--- src/rtl/rename_commit_ctrl.sv ---
// Active-list controller for register renaming.
// Tracks in-flight renamed instructions in a circular active list, retires the
// head in order (returning its old physical register to the free list) and, on
// a mispredict, walks the squashed entries youngest-first, restoring the rename
// map and freeing their newly allocated physical registers.
// Optional build macro: RENAME_CMT_STATS_EN adds commit / squash event counters.
module rename_commit_ctrl #(
  parameter int unsigned AL_DEPTH = 32,
  parameter int unsigned PHYS_W   = 6,
  parameter int unsigned ARCH_W   = 5,
  parameter int unsigned IDX_W    = $clog2(AL_DEPTH)
) (
  input  logic              clk,
  input  logic              rst_n,
  // Rename-side allocation
  input  logic              alloc_valid_i,
  output logic              alloc_ready_o,
  input  logic              alloc_uses_rw_i,
  input  logic [ARCH_W-1:0] alloc_arch_rd_i,
  input  logic [PHYS_W-1:0] alloc_new_phys_i,
  input  logic [PHYS_W-1:0] alloc_old_phys_i,
  output logic [IDX_W-1:0]  alloc_tag_o,
  // Writeback completion
  input  logic              wb_valid_i,
  input  logic [IDX_W-1:0]  wb_tag_i,
  // Mispredict recovery request
  input  logic              flush_req_i,
  input  logic [IDX_W-1:0]  flush_tag_i,
  // Retirement
  output logic              commit_valid_o,
  output logic [ARCH_W-1:0] commit_arch_rd_o,
  output logic [PHYS_W-1:0] commit_phys_o,
  // Free list return
  output logic              free_valid_o,
  output logic [PHYS_W-1:0] free_phys_o,
  // Rename map restore
  output logic              restore_valid_o,
  output logic [ARCH_W-1:0] restore_arch_rd_o,
  output logic [PHYS_W-1:0] restore_phys_o,
  output logic              recovering_o,
  output logic [IDX_W:0]    al_count_o
`ifdef RENAME_CMT_STATS_EN
  ,
  output logic [31:0]       stat_commits_o,
  output logic [31:0]       stat_squashed_o
`endif
);

  localparam logic [IDX_W-1:0] IdxOne  = IDX_W'(1);
  localparam logic [IDX_W:0]   CntOne  = (IDX_W+1)'(1);
  localparam logic [IDX_W:0]   FullCnt = (IDX_W+1)'(AL_DEPTH);

  typedef enum logic [0:0] {StIdle, StWalk} state_e;

  state_e state_q, state_d;

  // Per-entry status bits (reset) and payload (written only on allocation).
  logic [AL_DEPTH-1:0] valid_q, valid_d;
  logic [AL_DEPTH-1:0] done_q, done_d;
  logic [AL_DEPTH-1:0] rw_q;
  logic [ARCH_W-1:0]   arch_q [AL_DEPTH];
  logic [PHYS_W-1:0]   newp_q [AL_DEPTH];
  logic [PHYS_W-1:0]   oldp_q [AL_DEPTH];

  logic [IDX_W-1:0] head_q, head_d;
  logic [IDX_W-1:0] tail_q, tail_d;
  logic [IDX_W-1:0] walk_q, walk_d;
  logic [IDX_W-1:0] ftag_q, ftag_d;
  logic [IDX_W:0]   count_q, count_d;

  logic              commit_valid_q, commit_valid_d;
  logic [ARCH_W-1:0] commit_arch_q, commit_arch_d;
  logic [PHYS_W-1:0] commit_phys_q, commit_phys_d;
  logic              free_valid_q, free_valid_d;
  logic [PHYS_W-1:0] free_phys_q, free_phys_d;
  logic              restore_valid_q, restore_valid_d;
  logic [ARCH_W-1:0] restore_arch_q, restore_arch_d;
  logic [PHYS_W-1:0] restore_phys_q, restore_phys_d;

  logic             idle;
  logic             alloc_fire;
  logic             commit_fire;
  logic             flush_start;
  logic [IDX_W-1:0] tail_m1;
  logic [IDX_W-1:0] ftag_p1;

  // Handshake and event decode for the current cycle.
  always_comb begin
    idle          = (state_q == StIdle);
    tail_m1       = tail_q - IdxOne;
    ftag_p1       = ftag_q + IdxOne;
    alloc_ready_o = idle && (count_q < FullCnt) && !flush_req_i;
    alloc_fire    = alloc_valid_i && alloc_ready_o;
    // done is only ever set on valid entries, so done[head] implies a live head.
    commit_fire   = idle && (count_q != '0) && done_q[head_q];
    // Flushing at the youngest entry squashes nothing, so no walk is needed.
    flush_start   = idle && flush_req_i && valid_q[flush_tag_i] && (flush_tag_i != tail_m1);
  end

  // Next-state for pointers, entry status, FSM and the registered pulse outputs.
  always_comb begin
    state_d         = state_q;
    valid_d         = valid_q;
    done_d          = done_q;
    head_d          = head_q;
    tail_d          = tail_q;
    walk_d          = walk_q;
    ftag_d          = ftag_q;
    count_d         = count_q;
    commit_valid_d  = 1'b0;
    commit_arch_d   = commit_arch_q;
    commit_phys_d   = commit_phys_q;
    free_valid_d    = 1'b0;
    free_phys_d     = free_phys_q;
    restore_valid_d = 1'b0;
    restore_arch_d  = restore_arch_q;
    restore_phys_d  = restore_phys_q;

    // Writeback to a squashed or empty slot is dropped.
    if (wb_valid_i && valid_q[wb_tag_i]) begin
      done_d[wb_tag_i] = 1'b1;
    end

    unique case (state_q)
      StIdle: begin
        if (alloc_fire) begin
          valid_d[tail_q] = 1'b1;
          done_d[tail_q]  = 1'b0;
          tail_d          = tail_q + IdxOne;
        end
        if (commit_fire) begin
          valid_d[head_q] = 1'b0;
          done_d[head_q]  = 1'b0;
          head_d          = head_q + IdxOne;
          commit_valid_d  = 1'b1;
          commit_arch_d   = arch_q[head_q];
          commit_phys_d   = newp_q[head_q];
          free_valid_d    = rw_q[head_q];
          if (rw_q[head_q]) begin
            free_phys_d = oldp_q[head_q];
          end
        end
        if (alloc_fire && !commit_fire) begin
          count_d = count_q + CntOne;
        end else if (!alloc_fire && commit_fire) begin
          count_d = count_q - CntOne;
        end
        if (flush_start) begin
          walk_d  = tail_m1;
          ftag_d  = flush_tag_i;
          state_d = StWalk;
        end
      end
      StWalk: begin
        valid_d[walk_q] = 1'b0;
        done_d[walk_q]  = 1'b0;
        count_d         = count_q - CntOne;
        restore_valid_d = rw_q[walk_q];
        free_valid_d    = rw_q[walk_q];
        if (rw_q[walk_q]) begin
          restore_arch_d = arch_q[walk_q];
          restore_phys_d = oldp_q[walk_q];
          free_phys_d    = newp_q[walk_q];
        end
        // The entry just above the surviving branch is the last one to undo.
        if (walk_q == ftag_p1) begin
          tail_d  = walk_q;
          state_d = StIdle;
        end else begin
          walk_d = walk_q - IdxOne;
        end
      end
      default: state_d = StIdle;
    endcase
  end

  // State and registered outputs, cleared asynchronously by reset.
  always_ff @(posedge clk or negedge rst_n) begin
    if (!rst_n) begin
      state_q         <= StIdle;
      valid_q         <= '0;
      done_q          <= '0;
      head_q          <= '0;
      tail_q          <= '0;
      walk_q          <= '0;
      ftag_q          <= '0;
      count_q         <= '0;
      commit_valid_q  <= 1'b0;
      commit_arch_q   <= '0;
      commit_phys_q   <= '0;
      free_valid_q    <= 1'b0;
      free_phys_q     <= '0;
      restore_valid_q <= 1'b0;
      restore_arch_q  <= '0;
      restore_phys_q  <= '0;
    end else begin
      state_q         <= state_d;
      valid_q         <= valid_d;
      done_q          <= done_d;
      head_q          <= head_d;
      tail_q          <= tail_d;
      walk_q          <= walk_d;
      ftag_q          <= ftag_d;
      count_q         <= count_d;
      commit_valid_q  <= commit_valid_d;
      commit_arch_q   <= commit_arch_d;
      commit_phys_q   <= commit_phys_d;
      free_valid_q    <= free_valid_d;
      free_phys_q     <= free_phys_d;
      restore_valid_q <= restore_valid_d;
      restore_arch_q  <= restore_arch_d;
      restore_phys_q  <= restore_phys_d;
    end
  end

  // Entry payload; qualified by valid_q so it needs no reset.
  always_ff @(posedge clk) begin
    if (alloc_fire) begin
      rw_q[tail_q]   <= alloc_uses_rw_i;
      arch_q[tail_q] <= alloc_arch_rd_i;
      newp_q[tail_q] <= alloc_new_phys_i;
      oldp_q[tail_q] <= alloc_old_phys_i;
    end
  end

`ifdef RENAME_CMT_STATS_EN
  logic [31:0] stat_commits_q;
  logic [31:0] stat_squashed_q;

  // Free-running event counters; wrap silently.
  always_ff @(posedge clk or negedge rst_n) begin
    if (!rst_n) begin
      stat_commits_q  <= '0;
      stat_squashed_q <= '0;
    end else begin
      if (commit_fire) begin
        stat_commits_q <= stat_commits_q + 32'd1;
      end
      if (state_q == StWalk) begin
        stat_squashed_q <= stat_squashed_q + 32'd1;
      end
    end
  end

  assign stat_commits_o  = stat_commits_q;
  assign stat_squashed_o = stat_squashed_q;
`endif

  assign alloc_tag_o       = tail_q;
  assign commit_valid_o    = commit_valid_q;
  assign commit_arch_rd_o  = commit_arch_q;
  assign commit_phys_o     = commit_phys_q;
  assign free_valid_o      = free_valid_q;
  assign free_phys_o       = free_phys_q;
  assign restore_valid_o   = restore_valid_q;
  assign restore_arch_rd_o = restore_arch_q;
  assign restore_phys_o    = restore_phys_q;
  assign recovering_o      = (state_q == StWalk);
  assign al_count_o        = count_q;

endmodule

--- config.mk ---
export PLATFORM = sky130hd
export DESIGN_NAME = rename_commit_ctrl
export DESIGN_NICKNAME = d
export VERILOG_FILES = /design/src/rtl/rename_commit_ctrl.sv
export SDC_FILE = /design/constraint.sdc
export NUM_CORES = 1
export LEC_CHECK = 0
export ABC_AREA = 1
export BUFFER_PORTS_ARGS = -buffer_cell sky130_fd_sc_hd__buf_2
export CELL_PAD_IN_SITES_DETAIL_PLACEMENT = 1
export CELL_PAD_IN_SITES_GLOBAL_PLACEMENT = 1
export CORE_UTILIZATION = 44
export CTS_CLUSTER_SIZE = 16
export DETAILED_ROUTE_END_ITERATION = 16
export GPL_TIMING_DRIVEN = 1
export HOLD_SLACK_MARGIN = 0.05
export PLACE_DENSITY = 0.84
export SYNTH_ARGS = -nofsm -noshare
export SYNTH_HDL_FRONTEND = slang
export SYNTH_SLANG_ARGS = --single-unit
--- constraint.sdc ---
create_clock -name clk -period 2.5 [get_ports clk]
set_input_delay 0.5 -clock clk [delete_from_list [all_inputs] [get_ports clk]]
set_output_delay 0.5 -clock clk [all_outputs]
set_load 0.02 [all_outputs]
Word-level counts from Yosys, hierarchy flattened
Memories as Yosys holds them, arrays and structs flattened. A register that Yosys moved wholly into a read port is not among the register bits.
Index checks and enable logic that the tools add are counted.
{ "word_totals": {"register_bits": 132, "mem_bits_rw": 544, "in_bits": 33, "output_inout_bits": 44, "word_cells": 134, "memories": 3} }
{ "classes": {"add_sub_neg": 7, "order_cmp": 10, "n_eq_ne": 10, "mux": 51, "bitwise": 11, "n_reduce_logical": 29} }
{ "mem_list": {"columns": ["name", "words", "width", "read_ports", "rd_clocked_by_memory_dff", "wr", "line_no", "text"], "rows": [
  ["newp_q", 32, 6, 2, 1, 1, "62", "logic [PHYS_W-1:0] newp_q [AL_DEPTH];"],
  ["oldp_q", 32, 6, 2, 1, 1, "63", "logic [PHYS_W-1:0] oldp_q [AL_DEPTH];"],
  ["arch_q", 32, 5, 2, 2, 1, "61", "logic [ARCH_W-1:0] arch_q [AL_DEPTH];"]
]} }
{ "op_table": {"columns": ["cell", "n"], "rows": [
  ["$mux 32", 7],
  ["$and 32x32->32", 5],
  ["$pmux 32 s2", 2],
  ["$not 32->32", 3],
  ["$or 32x32->32", 2],
  ["$bwmux 32", 1],
  ["$lt 5x6->1 const B", 5],
  ["$mux 6", 5],
  ["$bmux 1 s5", 5],
  ["$pmux 6 s2", 2],
  ["$demux 1 s5", 4],
  ["$ge 5x1->1 const B", 4],
  ["$mux 5", 4],
  ["$pmux 5 s2", 2],
  ["$mux 1", 17],
  ["$add 5x1->5 const B", 3],
  ["$logic_and 1x1->1", 15],
  ["$ne 2x1->1 const B", 6],
  ["$reduce_and 2->1", 5],
  ["$sub 5x1->5 const B", 2],
  ["$logic_not 1->1", 7],
  ["$add 6x1->6 const B", 1],
  ["$lt 6x6->1 const B", 1],
  ["$reduce_bool 6->1", 1],
  ["8 further kinds", 9]
]} }

Logic depth before layout (Yosys ltp)
{ "depth": {"word_depth": 12, "mapped_depth": 17, "ltp_nobuf": 15} }

Worst setup path after synthesis
Ideal clock, no wire load.
{ "synth_path": {"kind": "register -> register", "start": "register state_q (netlist: recovering_o)", "end": "register valid_q[13]", "setup_ps": 83, "arrival_ps": 2694, "required_time_ps": 2417, "slack_ps": -277, "path_stages_with_launch": 11, "path_buffers": 1, "synth_period_minus_slack_ps": 2777, "cell_sequence": "dfrtp_1 -> buf_2 -> nor3_2 -> nand2_2 -> inv_2 -> nand2_2 -> nor2_1 -> inv_1 -> nand2_1 -> nand3_1 -> o21ai_0"} }
{ "synth_via": {"elab_chain_len": 9, "elab_cells_between_ends": 11, "cone_classes": "mux: 4; bitwise: 2; reduce/logical: 5"} }
{ "synth_rtl": {"columns": ["element", "line_no", "text"], "rows": [
  ["from (decl)", "55", "state_e state_q, state_d;"],
  ["from (signal assigned)", "180", "state_q <= StIdle;"],
  ["from (signal assigned)", "197", "state_q <= state_d;"],
  ["$not 1->1 (no source line) (*)", null, null],
  ["$logic_and 1x1->1 (*) (2 in a row)", "92", "alloc_ready_o = idle && (count_q < FullCnt) && !flush_req_i;"],
  ["via alloc_ready_o", "17", "output logic alloc_ready_o,"],
  ["$logic_and 1x1->1 (*)", "93", "alloc_fire = alloc_valid_i && alloc_ready_o;"],
  ["$mux 32 (*)", "126", "if (alloc_fire) begin"],
  ["$mux 32 (*)", "124", "unique case (state_q)"],
  ["$and 32x32->32 (no source line)", null, null],
  ["$mux 32 (*)", "131", "if (commit_fire) begin"],
  ["$pmux 32 s2 (*)", "124", null],
  ["via valid_d[13]", "58", "logic [AL_DEPTH-1:0] valid_q, valid_d;"],
  ["to (signal assigned)", "198", "valid_q <= valid_d;"],
  ["to (decl)", "58", null]
]} }
The timed path passes the listed nets; every way through them passes the cells marked *. The select of a mux whose other input is x is not followed.
A chain may end at the register's enable or synchronous reset.

Worst setup path in the final report
{ "layout_path": {"start": "register walk_q[2]", "end": "register restore_phys_q[2] (netlist: restore_phys_o[2]), read port of oldp_q"} }
{ "layout_via": {"elab_chain_len": 3} }
{ "layout_rtl": {"columns": ["element", "line_no", "text"], "rows": [
  ["from (decl)", "67", "logic [IDX_W-1:0] walk_q, walk_d;"],
  ["from (signal assigned)", "202", "walk_q <= walk_d;"],
  ["$bmux 1 s5", "160", "if (rw_q[walk_q]) begin"],
  ["$mux 1 (not written as such)", "160", null],
  ["$reduce_and 2->1 (no source line)", null, null],
  ["to (decl)", "78", "logic [PHYS_W-1:0] restore_phys_q, restore_phys_d;"]
]} }
Parallel ways exist; a longest one is shown, timed or not. The select of a mux whose other input is x is not followed.

==> out/results.ini <==
[sta]
slew_viol_final = 0
max_slew_margin = 0.484
worst_pin_slew_ns = 0.774
finClkSkew_ns = 0.0517
min_period_ns = 2.49
max_freq_mhz = 401
setup_violations = 0
period_share = 0.997
final_hold_viol_count = 0

[floorplanning]
die_h_um = 290
fp-row-count = 105
dieArea_sq_um = 84200
ios = 77
core_area_sq_um = 82100
die_w_um = 290
start_util = 0.445

[synthesis]
ys_seq_area_frac = 0.557
synthDistinctLibCells = 40
synth_top_area_frac = 0.473
netlist.top_cell.by_area = edfxtp_1
syn_inst = 4201
syn-num-nets = 4251
ys_warn_count = 0
synth_seq_cells = 698
avgSynthCellArea_sq_um = 8.70
synth_area_leaders = edfxtp_1 47%, o21ai_0 10%, dfrtp_1 8.4%, nand2_1 8.2%, nor2_1 5.1%
syn_area_sq_um = 36500

[layout]
stdcell_area_sq_um = 41900
multi_input_area_sq_um = 13500
n_antenna_cell = 0
area_growth_pct = 14.6
drive_gt1_frac = 0.110
fin_util = 0.510
fin_nets = 4341
register_area_sq_um = 20400
fillers = 9428

[setup_path]
cpMaxStageDelayCell = dfrtp_1
cp_top_family = simple AND/OR/NAND/NOR gates
critPathKind = flop to flop
path_buf_inv = 4
arrival_ns = 3.01
cp.required_ns = 3.02
setup.worst_path.start_class = flop
critPathMaxFanout = 12
crit_path_end_kind = flop
crit_path_cell_trace = inv_1 > nand3_1 > inv_1 > buf_12 > buf_4 > nand2_1 > nand4_1 > nor2_1 > nand3_1 > nand2_1 > nand2_1
crit_top_cell = nand2_1
slowest_delay_ns = 0.58

[worst_hold_path]
hold_path.class = input pin to flop

[power_and_ir_drop]
leakage_nw = 16.1
ir_worst_vdd_mv = 0.645
p_per_area_nw_per_um2 = 1170

[clocking]
cts_sinks = 698
htreeDepth = 3
clk_pin_slew_ns = 0.06
cts_inserted_buffers = 77
clkLatencyLatePin_ns = 0.68
cts_max_path_buffers = 3
cts_root_buf = clkbuf_16
cts_tree = yes

[global_route]
grt_first_pass_wirelength_mm = 219
grt_pass1_vias = 35663
grt_max_degree = 108
grt-ovfl-total = 0
gr-usage-all-layers = 0.343
antenna_found_initial = 3

[route]
vias_per_cell = 6.28
vias = 34023
drc = 0
dr.pass1.iters = 6
routed_wl_mm = 147
wire_per_inst_um = 27.1
drt_iter0_markers = 3795
postRouteAntennaNets = 0

[status]
status = finished clean

[place]
globalplace.congestion = 0.911
postPlaceCellArea_sq_um = 39300
place_hpwl_mm = 91.6
io_buffers = 76

[run]
maxCapViolCount = 0

[per-layer routing]
layer / routed length [um] / track usage / up-vias
met4: 10300 / 0.221 / 2
li1: - / - / 14497
met5: 6 / 0 / -
met3: 15200 / 0.0764 / 583
met2: 67900 / 0.551 / 2115
met1: 53400 / 0.416 / 16826
[registers in the layout, indices dropped and copies added (netlist names), 6 cells and up]
register	flops
newp_q	192
oldp_q	192
arch_q	160
done_q	32
rw_q	32
valid_q	32
al_count_o	6
commit_phys_o	6
free_phys_o	6
restore_phys_o	6
[worst paths after layout]
kind | depth (start not counted) | slack [ns] | from | to
min in group asynchronous | 2 | 0.30 | rst_n | al_count_o[3]$_DFFE_PN0P_
min | 3 | 0.26 | flush_tag_i[3] | ftag_q[3]$_DFFE_PN0P_
max in group asynchronous | 3 | 1.54 | rst_n | free_phys_o[1]$_DFFE_PN0P_
max reg2reg | 11 | 0.007 | walk_q[2]$_DFFE_PN0P_ | restore_phys_o[2]$_DFFE_PN0P_
min reg2reg | 2 | 0.48 | commit_arch_rd_o[2]$_DFFE_PN0P_ | commit_arch_rd_o[2]$_DFFE_PN0P_
max | 11 | 0.007 | walk_q[2]$_DFFE_PN0P_ | restore_phys_o[2]$_DFFE_PN0P_
[power by group]
part / total, mW / switching, mW / internal (mW)
registers: 14.0 / 0.785 / 13.2
clock network: 11.4 / 5.07 / 6.37
logic: 23.7 / 16.6 / 7.06
total: 49.1 / 22.5 / 26.7
[stage by stage]
stage               setup slack [ns]  setup TNS, ns  total power [mW]  hold slack, ns  instances
floorplan                     -0.271        -111.67              27.9           0.204       4201
global placement              0.0444              0              35.7           0.426       5270
detailed placement           -0.0132        -0.0132              36.7           0.436       5270
CTS                           0.0160              0              48.4           0.238       5408
global route                -0.00197       -0.00197              51.1           0.292       5417
finish                       0.00742              0              49.1           0.260       5417
[layout make-up]
class	instances	share of cell area
clock buffers	99	0.0490
clock inverters	36	0.00965
inverters	334	0.0302
multi-input cells	2883	0.322
flip-flops and latches	698	0.486
well taps	1070	0.0320
repair buffers	297	0.0710
[layout by cell type, fill, tap and decap left out, drive strengths merged, types with 17 or more instances in the layout]
cell / Yosys / layout
nor2: 504 / 504
inv: 331 / 333
o21ai: 864 / 864
nand2: 809 / 809
a21oi: 329 / 329
buf: 190 / 296
ha: 17 / 17
dfrtp: 122 / 122
nand3: 196 / 196
nand4: 42 / 42
clkinv: 3 / 32
nor3: 20 / 20
o211ai: 52 / 52
clkbuf: 96 / 99
and2: 23 / 23
edfxtp: 576 / 576
[Yosys cell counts]
| cell type | number |
|---|---|
| nand3b_1 | 4 |
| nand4_2 | 1 |
| inv_1 | 326 |
| nand4_1 | 41 |
| nand2_2 | 9 |
| o31ai_1 | 1 |
| a31oi_1 | 2 |
| buf_1 | 13 |
| nor2_2 | 3 |
| o21ai_2 | 1 |
| nand2_1 | 797 |
| o21ai_0 | 727 |
| nand2_4 | 3 |
| a21oi_2 | 2 |
| edfxtp_1 | 576 |
| inv_4 | 1 |
| nand3_1 | 194 |
| inv_2 | 4 |
| and2_0 | 17 |
| buf_4 | 23 |
| o21ai_4 | 1 |
| or2_2 | 1 |
| xnor2_1 | 4 |
| nor2_1 | 501 |
| buf_6 | 41 |
| o21bai_1 | 1 |
| clkbuf_1 | 91 |
| dfrtp_1 | 122 |
| buf_2 | 113 |
| clkinv_1 | 3 |
| o21ai_1 | 135 |
| o211ai_1 | 52 |
| a21oi_1 | 327 |
| ha_1 | 17 |
| and2_1 | 6 |
| nor3_2 | 2 |
| clkbuf_2 | 5 |
| nor3_1 | 18 |
| xor2_1 | 14 |
| nand3_2 | 2 |
[timing repair]
item	CTS	global route
setup buffers	2	9
endpoints found under the setup margin	2	4
hold buffers	1	0
pin swaps	0	0
resized for setup	0	2
endpoints found under the hold margin	28	0
[kinds of logic (layout without fill, tap and decap cells)]
| kind of cell | Yosys count | count (layout) | share of synthesized area |
|---|---|---|---|
| XOR/XNOR | 18 | 18 | 0.00432 |
| flip-flops | 698 | 698 | 0.557 |
| buffers and inverters | 620 | 766 | 0.0786 |
| adder cells (fa/ha/maj) | 17 | 17 | 0.00582 |
| AND/OR/NAND/NOR | 1599 | 1599 | 0.179 |
| AO/OA/AOI/OAI | 1249 | 1249 | 0.175 |
[worst reg2reg max path, delay by kind of cell (launching register included)]
family,cells,cell delay (ns)
buffers and inverters,4,0.83
DFF,1,0.58
and+or+nand+nor,7,0.94
Note: power is estimated with default switching activity, not from simulation.
